==> src/rtl/ariane_pkg.sv <==
// Shared definitions for the hardware performance monitor: CSR addresses,
// event identifiers and address-decode helpers.
package ariane_pkg;

   localparam int unsigned XLEN = 64;

   // Counter banks span mhpm*3 .. mhpm*31.
   localparam int unsigned HPM_MAX_COUNTERS = 29;

   localparam logic [11:0] CSR_MCOUNTINHIBIT     = 12'h320;
   localparam logic [11:0] CSR_MHPM_EVENT_3      = 12'h323;
   localparam logic [11:0] CSR_MHPM_COUNTER_3    = 12'hB03;
   localparam logic [11:0] CSR_MHPM_COUNTER_3H   = 12'hB83;
   localparam logic [11:0] CSR_MHPM_OVF          = 12'h7C0;
   localparam logic [11:0] CSR_MHPM_OVFIE        = 12'h7C1;
   localparam logic [11:0] CSR_MHPM_THRESHOLD_3  = 12'h7E0;
   localparam logic [11:0] CSR_MHPM_THRESHOLD_3H = 12'h7A0;

   typedef enum logic [7:0] {
      EV_NONE           = 8'd0,
      EV_L1_ICACHE_MISS = 8'd1,
      EV_L1_DCACHE_MISS = 8'd2,
      EV_ITLB_MISS      = 8'd3,
      EV_DTLB_MISS      = 8'd4,
      EV_LOAD           = 8'd5,
      EV_STORE          = 8'd6,
      EV_BRANCH         = 8'd7,
      EV_MISPREDICT     = 8'd8,
      EV_CALL           = 8'd9,
      EV_RETURN         = 8'd10,
      EV_SB_FULL        = 8'd11,
      EV_IF_EMPTY       = 8'd12,
      EV_STALL          = 8'd13
   } hpm_event_e;

   typedef enum logic [3:0] {
      CSR_SEL_NONE,
      CSR_SEL_CNT_LO,
      CSR_SEL_CNT_HI,
      CSR_SEL_EVENT,
      CSR_SEL_INHIBIT,
      CSR_SEL_OVF,
      CSR_SEL_OVFIE,
      CSR_SEL_THR_LO,
      CSR_SEL_THR_HI
   } hpm_csr_sel_e;

   // True when addr falls inside the 29-entry bank starting at base.
   function automatic logic hpm_bank_hit(input logic [11:0] addr, input logic [11:0] base);
      return (addr - base) < 12'(HPM_MAX_COUNTERS);
   endfunction

   // Counter index of addr within the bank starting at base.
   function automatic logic [4:0] hpm_bank_idx(input logic [11:0] addr, input logic [11:0] base);
      return 5'(addr - base);
   endfunction

endpackage

==> src/rtl/hpm_counter_slice.sv <==
// One performance counter: event select, increment with wrap, CSR write
// priority, sticky overflow flag and (with HPM_THRESHOLD_EN) threshold compare.
module hpm_counter_slice #(
   parameter int unsigned CntWidth  = 64,
   parameter int unsigned NumEvents = 32,
   parameter int unsigned IncWidth  = 2
) (
   input  logic                                clk_i,
   input  logic                                rst_ni,
   input  logic                                en_i,
   input  logic [NumEvents-1:0][IncWidth-1:0]  event_inc_i,
   input  logic                                cnt_we_i,
   input  logic [CntWidth-1:0]                 cnt_wval_i,
   input  logic                                sel_we_i,
   input  logic [7:0]                          sel_wval_i,
   input  logic                                ovf_clr_i,
   input  logic                                thr_we_i,
   input  logic [CntWidth-1:0]                 thr_wval_i,
   output logic [CntWidth-1:0]                 cnt_o,
   output logic [7:0]                          sel_o,
   output logic                                ovf_o,
   output logic [CntWidth-1:0]                 thr_o,
   output logic                                thr_hit_o
);

   logic [CntWidth-1:0] cnt_q, cnt_d;
   logic [7:0]          sel_q, sel_d;
   logic                ovf_q, ovf_d;
   logic [IncWidth-1:0] inc;
   logic [CntWidth-1:0] sum;
   logic                carry;

   // Pick the selected event's increment; selector 0 or out of range counts nothing.
   always_comb begin
      inc = '0;
      for (int e = 0; e < int'(NumEvents); e++) begin
         if (sel_q == 8'(e)) inc = event_inc_i[e];
      end
      if (sel_q == 8'd0) inc = '0;
      {carry, sum} = {1'b0, cnt_q} + (CntWidth + 1)'(inc);
   end

   // Next state: selector write clears, CSR write beats increment, new overflow beats W1C.
   always_comb begin
      cnt_d = cnt_q;
      sel_d = sel_q;
      ovf_d = ovf_q;
      if (ovf_clr_i) ovf_d = 1'b0;
      if (sel_we_i) begin
         sel_d = sel_wval_i;
         cnt_d = '0;
         ovf_d = 1'b0;
      end else if (cnt_we_i) begin
         cnt_d = cnt_wval_i;
      end else if (en_i) begin
         cnt_d = sum;
         if (carry) ovf_d = 1'b1;
      end
   end

   // Counter state registers.
   always_ff @(posedge clk_i or negedge rst_ni) begin
      if (!rst_ni) begin
         cnt_q <= '0;
         sel_q <= '0;
         ovf_q <= 1'b0;
      end else begin
         cnt_q <= cnt_d;
         sel_q <= sel_d;
         ovf_q <= ovf_d;
      end
   end

   assign cnt_o = cnt_q;
   assign sel_o = sel_q;
   assign ovf_o = ovf_q;

`ifdef HPM_THRESHOLD_EN
   logic [CntWidth-1:0] thr_q;

   // Threshold register, written through its own CSR.
   always_ff @(posedge clk_i or negedge rst_ni) begin
      if (!rst_ni) thr_q <= '0;
      else if (thr_we_i) thr_q <= thr_wval_i;
   end

   assign thr_o     = thr_q;
   assign thr_hit_o = (thr_q != '0) && (cnt_q >= thr_q);
`else
   logic unused_thr;
   assign unused_thr = ^{thr_we_i, thr_wval_i};
   assign thr_o      = '0;
   assign thr_hit_o  = 1'b0;
`endif

endmodule

==> src/rtl/hpm_counter_unit.sv <==
// Hardware performance monitor: NumCounters programmable counters behind a
// CSR port with one-cycle read latency and a level overflow interrupt.
// Optional feature macro: HPM_THRESHOLD_EN adds per-counter threshold registers
// whose crossing also raises irq_o.
module hpm_counter_unit import ariane_pkg::*; #(
   parameter int unsigned NumCounters = 6,
   parameter int unsigned CntWidth    = 64,
   parameter int unsigned NumEvents   = 32,
   parameter int unsigned IncWidth    = 2
) (
   input  logic                                clk_i,
   input  logic                                rst_ni,
   input  logic                                debug_mode_i,
   input  logic                                req_i,
   input  logic                                we_i,
   input  logic [11:0]                         addr_i,
   input  logic [XLEN-1:0]                     wdata_i,
   output logic [XLEN-1:0]                     rdata_o,
   output logic                                rvalid_o,
   output logic                                err_o,
   input  logic [NumEvents-1:0][IncWidth-1:0]  event_inc_i,
   output logic                                irq_o
);

   hpm_csr_sel_e           csr_sel;
   logic [4:0]             csr_idx;
   logic                   dec_err;
   logic                   acc_en;
   logic                   wr_en;
   logic [XLEN-1:0]        rd_val;
   logic [63:0]            wdata_ext;

   logic [31:0]            inhibit_q, inhibit_d;
   logic [NumCounters-1:0] ovfie_q, ovfie_d;
   logic                   rvalid_q, rvalid_d;
   logic                   err_q, err_d;
   logic [XLEN-1:0]        rdata_q, rdata_d;
   logic                   irq_q, irq_d;

   logic [CntWidth-1:0]    cnt_arr [NumCounters];
   logic [CntWidth-1:0]    thr_arr [NumCounters];
   logic [63:0]            cnt_ext [NumCounters];
   logic [63:0]            thr_ext [NumCounters];
   logic [7:0]             sel_arr [NumCounters];
   logic [NumCounters-1:0] ovf_vec;
   logic [NumCounters-1:0] thr_hit;

   // With a 32-bit CSR port a write replaces only the addressed half.
   function automatic logic [63:0] merge_write(input logic [63:0] old, input logic [63:0] wd,
                                               input logic hi);
      if (XLEN == 32) return hi ? {wd[31:0], old[31:0]} : {old[63:32], wd[31:0]};
      return wd;
   endfunction

   assign wdata_ext = 64'(wdata_i);

   // Decode the CSR address into a register class and counter index.
   always_comb begin
      csr_sel = CSR_SEL_NONE;
      csr_idx = '0;
      if (addr_i == CSR_MCOUNTINHIBIT) begin
         csr_sel = CSR_SEL_INHIBIT;
      end else if (addr_i == CSR_MHPM_OVF) begin
         csr_sel = CSR_SEL_OVF;
      end else if (addr_i == CSR_MHPM_OVFIE) begin
         csr_sel = CSR_SEL_OVFIE;
      end else if (hpm_bank_hit(addr_i, CSR_MHPM_COUNTER_3)) begin
         csr_sel = CSR_SEL_CNT_LO;
         csr_idx = hpm_bank_idx(addr_i, CSR_MHPM_COUNTER_3);
      end else if (hpm_bank_hit(addr_i, CSR_MHPM_COUNTER_3H)) begin
         csr_sel = CSR_SEL_CNT_HI;
         csr_idx = hpm_bank_idx(addr_i, CSR_MHPM_COUNTER_3H);
      end else if (hpm_bank_hit(addr_i, CSR_MHPM_EVENT_3)) begin
         csr_sel = CSR_SEL_EVENT;
         csr_idx = hpm_bank_idx(addr_i, CSR_MHPM_EVENT_3);
      end
`ifdef HPM_THRESHOLD_EN
      else if (hpm_bank_hit(addr_i, CSR_MHPM_THRESHOLD_3)) begin
         csr_sel = CSR_SEL_THR_LO;
         csr_idx = hpm_bank_idx(addr_i, CSR_MHPM_THRESHOLD_3);
      end else if (hpm_bank_hit(addr_i, CSR_MHPM_THRESHOLD_3H)) begin
         csr_sel = CSR_SEL_THR_HI;
         csr_idx = hpm_bank_idx(addr_i, CSR_MHPM_THRESHOLD_3H);
      end
`endif
   end

   // Reject unmapped addresses, unimplemented counters and high halves on a 64-bit port.
   always_comb begin
      dec_err = 1'b0;
      case (csr_sel)
         CSR_SEL_NONE:   dec_err = 1'b1;
         CSR_SEL_CNT_HI,
         CSR_SEL_THR_HI: dec_err = (XLEN != 32) || (32'(csr_idx) >= NumCounters);
         CSR_SEL_CNT_LO,
         CSR_SEL_EVENT,
         CSR_SEL_THR_LO: dec_err = 32'(csr_idx) >= NumCounters;
         default:        dec_err = 1'b0;
      endcase
   end

   assign acc_en = req_i && !dec_err;
   assign wr_en  = acc_en && we_i;

   // Read data mux, zero-extended to XLEN.
   always_comb begin
      rd_val = '0;
      case (csr_sel)
         CSR_SEL_INHIBIT: rd_val = XLEN'(inhibit_q);
         CSR_SEL_OVF:     rd_val = XLEN'(ovf_vec);
         CSR_SEL_OVFIE:   rd_val = XLEN'(ovfie_q);
         default: begin
            for (int k = 0; k < int'(NumCounters); k++) begin
               if (csr_idx == 5'(k)) begin
                  case (csr_sel)
                     CSR_SEL_CNT_LO: rd_val = XLEN'(cnt_ext[k]);
                     CSR_SEL_CNT_HI: rd_val = XLEN'(cnt_ext[k] >> 32);
                     CSR_SEL_EVENT:  rd_val = XLEN'(sel_arr[k]);
                     CSR_SEL_THR_LO: rd_val = XLEN'(thr_ext[k]);
                     CSR_SEL_THR_HI: rd_val = XLEN'(thr_ext[k] >> 32);
                     default:        rd_val = '0;
                  endcase
               end
            end
         end
      endcase
   end

   for (genvar k = 0; k < int'(NumCounters); k++) begin : g_cnt
      logic cnt_we, sel_we, thr_we, ovf_clr, en;

      assign cnt_we  = wr_en && (csr_idx == 5'(k)) &&
                       (csr_sel == CSR_SEL_CNT_LO || csr_sel == CSR_SEL_CNT_HI);
      assign thr_we  = wr_en && (csr_idx == 5'(k)) &&
                       (csr_sel == CSR_SEL_THR_LO || csr_sel == CSR_SEL_THR_HI);
      assign sel_we  = wr_en && (csr_idx == 5'(k)) && (csr_sel == CSR_SEL_EVENT);
      assign ovf_clr = wr_en && (csr_sel == CSR_SEL_OVF) && wdata_i[k];
      assign en      = !debug_mode_i && !inhibit_q[k+3];

      assign cnt_ext[k] = 64'(cnt_arr[k]);
      assign thr_ext[k] = 64'(thr_arr[k]);

      hpm_counter_slice #(
         .CntWidth  (CntWidth),
         .NumEvents (NumEvents),
         .IncWidth  (IncWidth)
      ) u_slice (
         .clk_i       (clk_i),
         .rst_ni      (rst_ni),
         .en_i        (en),
         .event_inc_i (event_inc_i),
         .cnt_we_i    (cnt_we),
         .cnt_wval_i  (CntWidth'(merge_write(cnt_ext[k], wdata_ext,
                                             csr_sel == CSR_SEL_CNT_HI))),
         .sel_we_i    (sel_we),
         .sel_wval_i  (wdata_i[7:0]),
         .ovf_clr_i   (ovf_clr),
         .thr_we_i    (thr_we),
         .thr_wval_i  (CntWidth'(merge_write(thr_ext[k], wdata_ext,
                                             csr_sel == CSR_SEL_THR_HI))),
         .cnt_o       (cnt_arr[k]),
         .sel_o       (sel_arr[k]),
         .ovf_o       (ovf_vec[k]),
         .thr_o       (thr_arr[k]),
         .thr_hit_o   (thr_hit[k])
      );
   end

   // Next state of the shared control registers, response and interrupt.
   always_comb begin
      inhibit_d = inhibit_q;
      ovfie_d   = ovfie_q;
      if (wr_en && csr_sel == CSR_SEL_INHIBIT) inhibit_d = wdata_i[31:0];
      if (wr_en && csr_sel == CSR_SEL_OVFIE)   ovfie_d   = wdata_i[NumCounters-1:0];
      rvalid_d = req_i;
      err_d    = req_i && dec_err;
      rdata_d  = acc_en ? rd_val : '0;
      irq_d    = (|(ovf_vec & ovfie_q)) || (|thr_hit);
   end

   // Shared registers; reset also drops any in-flight response.
   always_ff @(posedge clk_i or negedge rst_ni) begin
      if (!rst_ni) begin
         inhibit_q <= '0;
         ovfie_q   <= '0;
         rvalid_q  <= 1'b0;
         err_q     <= 1'b0;
         rdata_q   <= '0;
         irq_q     <= 1'b0;
      end else begin
         inhibit_q <= inhibit_d;
         ovfie_q   <= ovfie_d;
         rvalid_q  <= rvalid_d;
         err_q     <= err_d;
         rdata_q   <= rdata_d;
         irq_q     <= irq_d;
      end
   end

   assign rdata_o  = rdata_q;
   assign rvalid_o = rvalid_q;
   assign err_o    = err_q;
   assign irq_o    = irq_q;

endmodule

==> config.mk <==
export PLATFORM = sky130hd
export DESIGN_NAME = hpm_counter_unit
export DESIGN_NICKNAME = d
export VERILOG_FILES = /design/src/rtl/ariane_pkg.sv /design/src/rtl/hpm_counter_slice.sv /design/src/rtl/hpm_counter_unit.sv
export SDC_FILE = /design/constraint.sdc
export NUM_CORES = 2
export LEC_CHECK = 0
export CORE_MARGIN = 2
export CORE_UTILIZATION = 30
export DETAILED_ROUTE_END_ITERATION = 8
export HOLD_SLACK_MARGIN = 0.15
export SYNTH_ARGS = -nofsm -noshare
export SYNTH_HDL_FRONTEND = slang
export SYNTH_SLANG_ARGS = --single-unit
==> constraint.sdc <==
create_clock -name clk_i -period 5.6 [get_ports clk_i]
set_clock_uncertainty 0.15 [all_clocks]
set_input_delay 1.12 -clock clk_i [delete_from_list [all_inputs] [get_ports clk_i]]
set_output_delay 1.12 -clock clk_i [all_outputs]
set_load 0.1 [all_outputs]
### After elaboration in Yosys (flattened, before gate mapping)

Cells that the tools add are included.

| word-level totals | value |
|---|---|
| register bits | 543 |
| bits of input ports | 145 |
| output and inout bits | 67 |
| word-level logic and storage cells | 569 |

| cells by class | value |
|---|---|
| add/sub/neg operators | 9 |
| magnitude comparators | 4 |
| eq/ne operators | 202 |
| mux-type cells | 267 |
| bitwise operators | 1 |
| reductions and logical operators | 62 |

Operators by type and width:

| cell | number |
|---|---|
| $mux W64 | 25 |
| $pmux W64 S3 | 7 |
| $eq A8 B5 Y1 const B | 96 |
| $add A64 B2 Y65 | 6 |
| $mux W2 | 195 |
| $eq A8 B4 Y1 const B | 48 |
| $eq A8 B3 Y1 const B | 24 |
| $eq A8 B2 Y1 const B | 12 |
| $eq A8 B1 Y1 const B | 6 |
| $logic_not A8 Y1 | 6 |
| $logic_and A1 B1 Y1 | 36 |
| $lt A12 B5 Y1 const B | 3 |
| $mux W1 | 30 |
| $mux W5 | 6 |
| $eq A12 B11 Y1 const B | 2 |
| $sub A12 B12 Y12 const B | 2 |
| $reduce_bool A3 Y1 | 6 |
| $eq A4 B3 Y1 const B | 4 |
| $eq A12 B10 Y1 const B | 1 |
| $mux W4 | 3 |
| $sub A12 B10 Y12 const B | 1 |
| $eq A5 B2 Y1 const B | 2 |
| $eq A5 B3 Y1 const B | 2 |
| $eq A4 B2 Y1 const B | 2 |
| other kinds (12) | 20 |

### Longest topological paths before layout

| depth | value |
|---|---|
| depth after elaboration | 38 |
| mapped depth | 22 |
| mapped depth without buffers | 20 |

### Hierarchy

Synthesis repeated with hierarchy kept, for this count alone.

| second synthesis, totals | value |
|---|---|
| cells, all modules | 5230 |
| area total of the unflattened synthesis | 43430.4 um^2 |

By module, submodules not included:

| module | times used | cells an instance | area an instance (um^2) | sequential area each (um^2) |
|---|---|---|---|---|
| hpm_counter_slice at g_cnt[0].u_slice ... | 5 | 696 | 5696.7 | 1826.8 |
| hpm_counter_unit | 1 | 1085 | 9385.3 | 2627.5 |
| hpm_counter_slice at g_cnt[2].u_slice | 1 | 665 | 5561.6 | 1826.8 |

### Worst setup path after synthesis

Ideal clock, no wire load.

| timing path | value |
|---|---|
| path type | input-to-reg |
| start point | input event_inc_i[18] (netlist bit) |
| end point | register g_cnt[3].u_slice.cnt_q[38] |
| library setup time | 0.083 ns |
| arrival time | 5.136 ns |
| data required time | 5.367 ns |
| setup slack | 0.231 ns |
| cell stages on the path | 19 |
| cells stage by stage | inv_1 > a21oi_1 > o221ai_1 > o21a_1 > o21ai_0 > nand3_1 > a222oi_1 > o21ai_0 > a222oi_1 > ha_1 > fa_1 > and3_1 > or4b_1 > or3_1 > or4_1 > or3_1 > nor4_1 > mux2i_1 > o21ai_0 |

| between the ends | value |
|---|---|
| cells in the longest elaborated chain, start to end | 28 |

RTL lines:

| item | line | text |
|---|---|---|
| start: declaration | hpm_counter_unit.sv:21 | `input logic [NumEvents-1:0][IncWidth-1:0] event_inc_i,` |
| $mux W2 (23 in series) | hpm_counter_slice.sv:37 | `if (sel_q == 8'(e)) inc = event_inc_i[e];` |
| $mux W2 | hpm_counter_slice.sv:39 | `if (sel_q == 8'd0) inc = '0;` |
| $add A64 B2 Y65 | hpm_counter_slice.sv:40 | `{carry, sum} = {1'b0, cnt_q} + (CntWidth + 1)'(inc);` |
| $mux W64 | hpm_counter_slice.sv:55 | `end else if (en_i) begin` |
| $mux W64 | hpm_counter_slice.sv:53 | `end else if (cnt_we_i) begin` |
| $mux W64 | hpm_counter_slice.sv:49 | `if (sel_we_i) begin` |
| end signal: assignment | hpm_counter_slice.sv:68 | `cnt_q <= cnt_d;` |
| end: declaration | hpm_counter_slice.sv:26 | `logic [CntWidth-1:0] cnt_q, cnt_d;` |

Every way passes these cells. The select of a mux whose other input is x is not followed.
A chain may end at the register's enable or synchronous reset.

### Worst setup path after layout

| timing path | value |
|---|---|
| start point | register g_cnt[3].u_slice.sel_q[6] |
| end point | register g_cnt[3].u_slice.cnt_q[38] |

| between the ends | value |
|---|---|
| cells in the longest elaborated chain, start to end | 37 |

RTL lines:

| item | line | text |
|---|---|---|
| start: declaration | hpm_counter_slice.sv:27 | `logic [7:0] sel_q, sel_d;` |
| start signal: assignment | hpm_counter_slice.sv:69 | `sel_q <= sel_d;` |
| $eq A8 B1 Y1 | hpm_counter_slice.sv:37 |  |
| $mux W2 (31 in series) | hpm_counter_slice.sv:37 |  |
| $mux W2 (*) | hpm_counter_slice.sv:39 |  |
| $add A64 B2 Y65 (*) | hpm_counter_slice.sv:40 |  |
| $mux W64 (*) | hpm_counter_slice.sv:55 |  |
| $mux W64 (*) | hpm_counter_slice.sv:53 |  |
| $mux W64 (*) | hpm_counter_slice.sv:49 |  |

Mark *: on every way between the ends. The rest lies on a longest branch, timed or not. The select of a mux whose other input is x is not followed.

==> results.md <==
* WS Path Type: register to register
* Area Overhead vs Synth at 25.2%
* Final core utilization at 37.7%
* Vias in the first global route at 44.8k
* Synth Area in Adders at 0.757%
* Synth Area in Compound Gates at 29.0%
* LEAKAGE at 20.0 nW
* Peak supply drop at 0.169 mV
* Max-cap violations at 0
* Worst EP required at 6.06 ns
* Drt initial violations at 7505
* Crit path DAT at 5.91 ns
* Hpwl dp at 178000 µm
* Total number of yosys warnings at 0
* Multi-input combinational cell area at 25400 µm²
* Mapped Cells at 5114
* Sink Count at 543
* Synth Register Bits at 543
* Xor/xnor cell area share of the yosys netlist at 0.237%
* Antenna-violating nets left at 0
* Io pins at 212
* Die area at 139000 µm²
* Yosys cell types at 102
* GR Layer Usage met3 at 9.18%
* Hold crit path type: input pin to asynchronous set/reset pin
* Slowest CP cell: or4_4
* Initial Util at 30.1%
* CP Capture Type: register
* Drt pass-1 iters at 9
* Finish-stage setup viols at 0
* Clock transition at path regs at 0.06 ns
* Most common cell after layout, fill and taps aside: dfrtp_1
* Clk root buf: clkbuf_16
* Rows at 135
* CTS Buffer Depth at 3
* Post-synthesis simple-gate area fraction at 22.8%
* Clock Latency Late Sink at 0.71 ns
* Outcome: finished clean
* Largest cells by area after synthesis: dfrtp_1 (33%), o21ai_0 (6.0%), mux2i_1 (5.1%), a21oi_1 (4.8%), nand2_1 (4.6%)
* Slowest stage delay, CP at 0.55 ns
* Final-report hold violation count at 0
* GRT met1 Usage at 43.6%
* Post-detailed-route wirelength per cell at 32.8 µm
* TritonCTS clock tree: built
* Synthesized area per cell at 7.96 µm²
* GR Overflow Total at 0
* Minimum clock period at 5.45 ns
* Sequential share of the synthesized area at 33.4%
* IO buf count at 209
* Hold buffer count at cts at 0
* Detailed-route via count at 48.8k
* Fmax at 0.183 GHz
* Register Area at 13600 µm²
* Largest family of logic cells by synthesized area: compound AO/OA/AOI/OAI gates
* Post-synthesis cell area at 40700 µm²
* Die Y at 372 µm
* GR peak layer: met2
* Period utilisation layout at 97.4%
* Worst Tran Pin Value at 1.34 ns
* CORE AREA at 135000 µm²
* Filler cells at 13.8k
* NumNets Final at 5705
* FFs w/ async S/R, synth at 100%
* Share of post-route cells with drive strength above 1 at 16.6%
* Most frequent cells in the layout: dfrtp_1 (537), buf_4 (509), nand2_1 (499), o21ai_0 (479), a21oi_1 (390)
* Die width at 372 µm
* Post-synth EDFFs at 0
* Final Wtd Congestion at 1.03
* Crit-path max FO at 4
* CP cell instances: nor4_4 > nand3_1 > nor2_2 > o21ai_0 > a222oi_1 > o21ai_1 > a222oi_1 > buf_4 > ha_4 > fa_2 > and3_4 > or4b_4 > or3_4 > or4_4 > or3_4 > nor4_4 > mux2i_1 > o21ai_1
* Post-synthesis mux area share at 8.69%
* CTS Buf Count at 71
* Hold_ws at 0.290 ns
* Synth top area share at 33.4%
* Post-Route WL at 242000 µm
* Pwr dens at 208 nW/µm²
* RSZ-0062 raised after global routing: yes
* Initial antenna violation count at 16
* Residual DRC at 0
* Relative slew slack at 10.1%
* CP bufs+invs at 1
* CP Launch Type: register
* Crit-path leading delay family: simple AND/OR/NAND/NOR gates
* Met2 Resource Use GR at 47.6%
* Final Max Tran Viols at 0
* Prevailing post-synth register cell: dfrtp_1
* Max H-tree Level at 3
* Post-DR vias/cell at 6.62
* First-pass GRT wire length at 339000 µm
* Largest area contributor in the netlist: dfrtp_1
* Worst R2R Setup Slack at 0.15 ns
* Largest net degree at the start of global routing at 108
* Tot GR Track Use at 33.8%
* Post-synth net total at 5280
per-layer routing:
metal / vias up / wire, µm
met5: - / 127
li1: 20390 / -
met2: 3584 / 97900
met3: 849 / 29400
met1: 24004 / 92400
met4: 20 / 22300
where the power goes:
group,switching (mW),internal [mW],leakage [nW]
Combinational,0.892,0.452,11.3
Sequential,0.171,4.03,7.46
Clock,2.07,2.95,1.21
Total,3.14,7.43,20.0
through the flow:
stage / instances / area [µm²] / power [mW] / TNS (ns) / setup WS (ns)
2_1_floorplan: 5114 / 40700 / 4.68 / 0 / 0.231
3_3_place_gp: 7240 / 48200 / 5.53 / -36.77 / -0.868
3_5_place_dp: 7240 / 48200 / 5.54 / -40.15 / -0.876
4_1_cts: 7367 / 50700 / 10.5 / 0 / 0.0134
5_1_grt: 7374 / 50900 / 10.8 / -0.0461 / -0.0349
6_report: 7383 / 50900 / 10.6 / 0 / 0.147
worst register-to-register path: stages, from the launching register on:
cell and delay [ns]:
dfrtp_2 0.48, nor4_4 0.34, nand3_1 0.17, nor2_2 0.17, o21ai_0 0.12, a222oi_1 0.23
o21ai_1 0.13, a222oi_1 0.46, buf_4 0.21, ha_4 0.13, fa_2 0.23, and3_4 0.22
or4b_4 0.47, or3_4 0.39, or4_4 0.55, or3_4 0.44, nor4_4 0.22, mux2i_1 0.10
o21ai_1 0.16
final cells by class:
class                      count  share of cell area, %
multi-input combinational   4080                   49.9
sequential                   543                   26.7
timing repair buffer         768                   13.6
tap                         1781                   4.37
clock buffer                 106                   4.16
clock inverter                21                  0.673
inverter                      75                  0.553
antenna                        9                 0.0442
flip-flops by register name (all words and copies together), names as in the netlist:
register and flops:
err_o 1, g_cnt.u_slice.cnt_o 384, g_cnt.u_slice.ovf_o 6, g_cnt.u_slice.sel_o 48
inhibit_q 32, irq_o 1, ovfie_q 6, rdata_o 64
rvalid_o 1
repair_timing:
action,CTS,global route
setup endpoints to repair,3,73
gates cloned,0,0
buffers inserted,0,7
gates resized for setup,11,57
pin swaps,2,18
logic make-up (layout without fill, tap and decap cells):
family	after synthesis	after routing
buffers and inverters	491	970
and+or+nand+nor	1881	1881
other	0	9
xor gates and xnor gates	11	11
AOI/OAI and AO/OA	1848	1848
DFF	543	543
muxes	319	319
adders and majority gates	21	21
cell usage after synthesis (40+ instances only):
master and number:
and3_1 61, clkbuf_1 273, nand3_1 232, nor4_1 89, mux2_2 94, a222oi_1 44
or3_1 45, inv_1 73, nor3_1 216, nor2b_1 50, or2_2 40, o22ai_1 140
a22oi_1 141, a31oi_1 52, nand4_1 76, o21ai_1 98, nand2b_1 48, dfrtp_1 543
a21oi_1 394, mux2i_1 207, buf_2 89, nor2_1 382, o21ai_0 490, o211ai_1 117
a211oi_1 54, nand2_1 500
path summary, 6_finish.rpt:
path,endpoint,depth (start not counted),startpoint
max in group asynchronous,g_cnt[4].u_slice.cnt_o[9],2,rst_ni
min in group clk_i,inhibit_q[20],1,inhibit_q[20]
setup / recovery,g_cnt[3].u_slice.cnt_o[38],18,g_cnt[3].u_slice.sel_o[6]
hold / removal,irq_o,1,rst_ni
hold reg to reg,inhibit_q[20],1,inhibit_q[20]
setup reg to reg,g_cnt[3].u_slice.cnt_o[38],18,g_cnt[3].u_slice.sel_o[6]
Power figures use the tool's default switching activity.
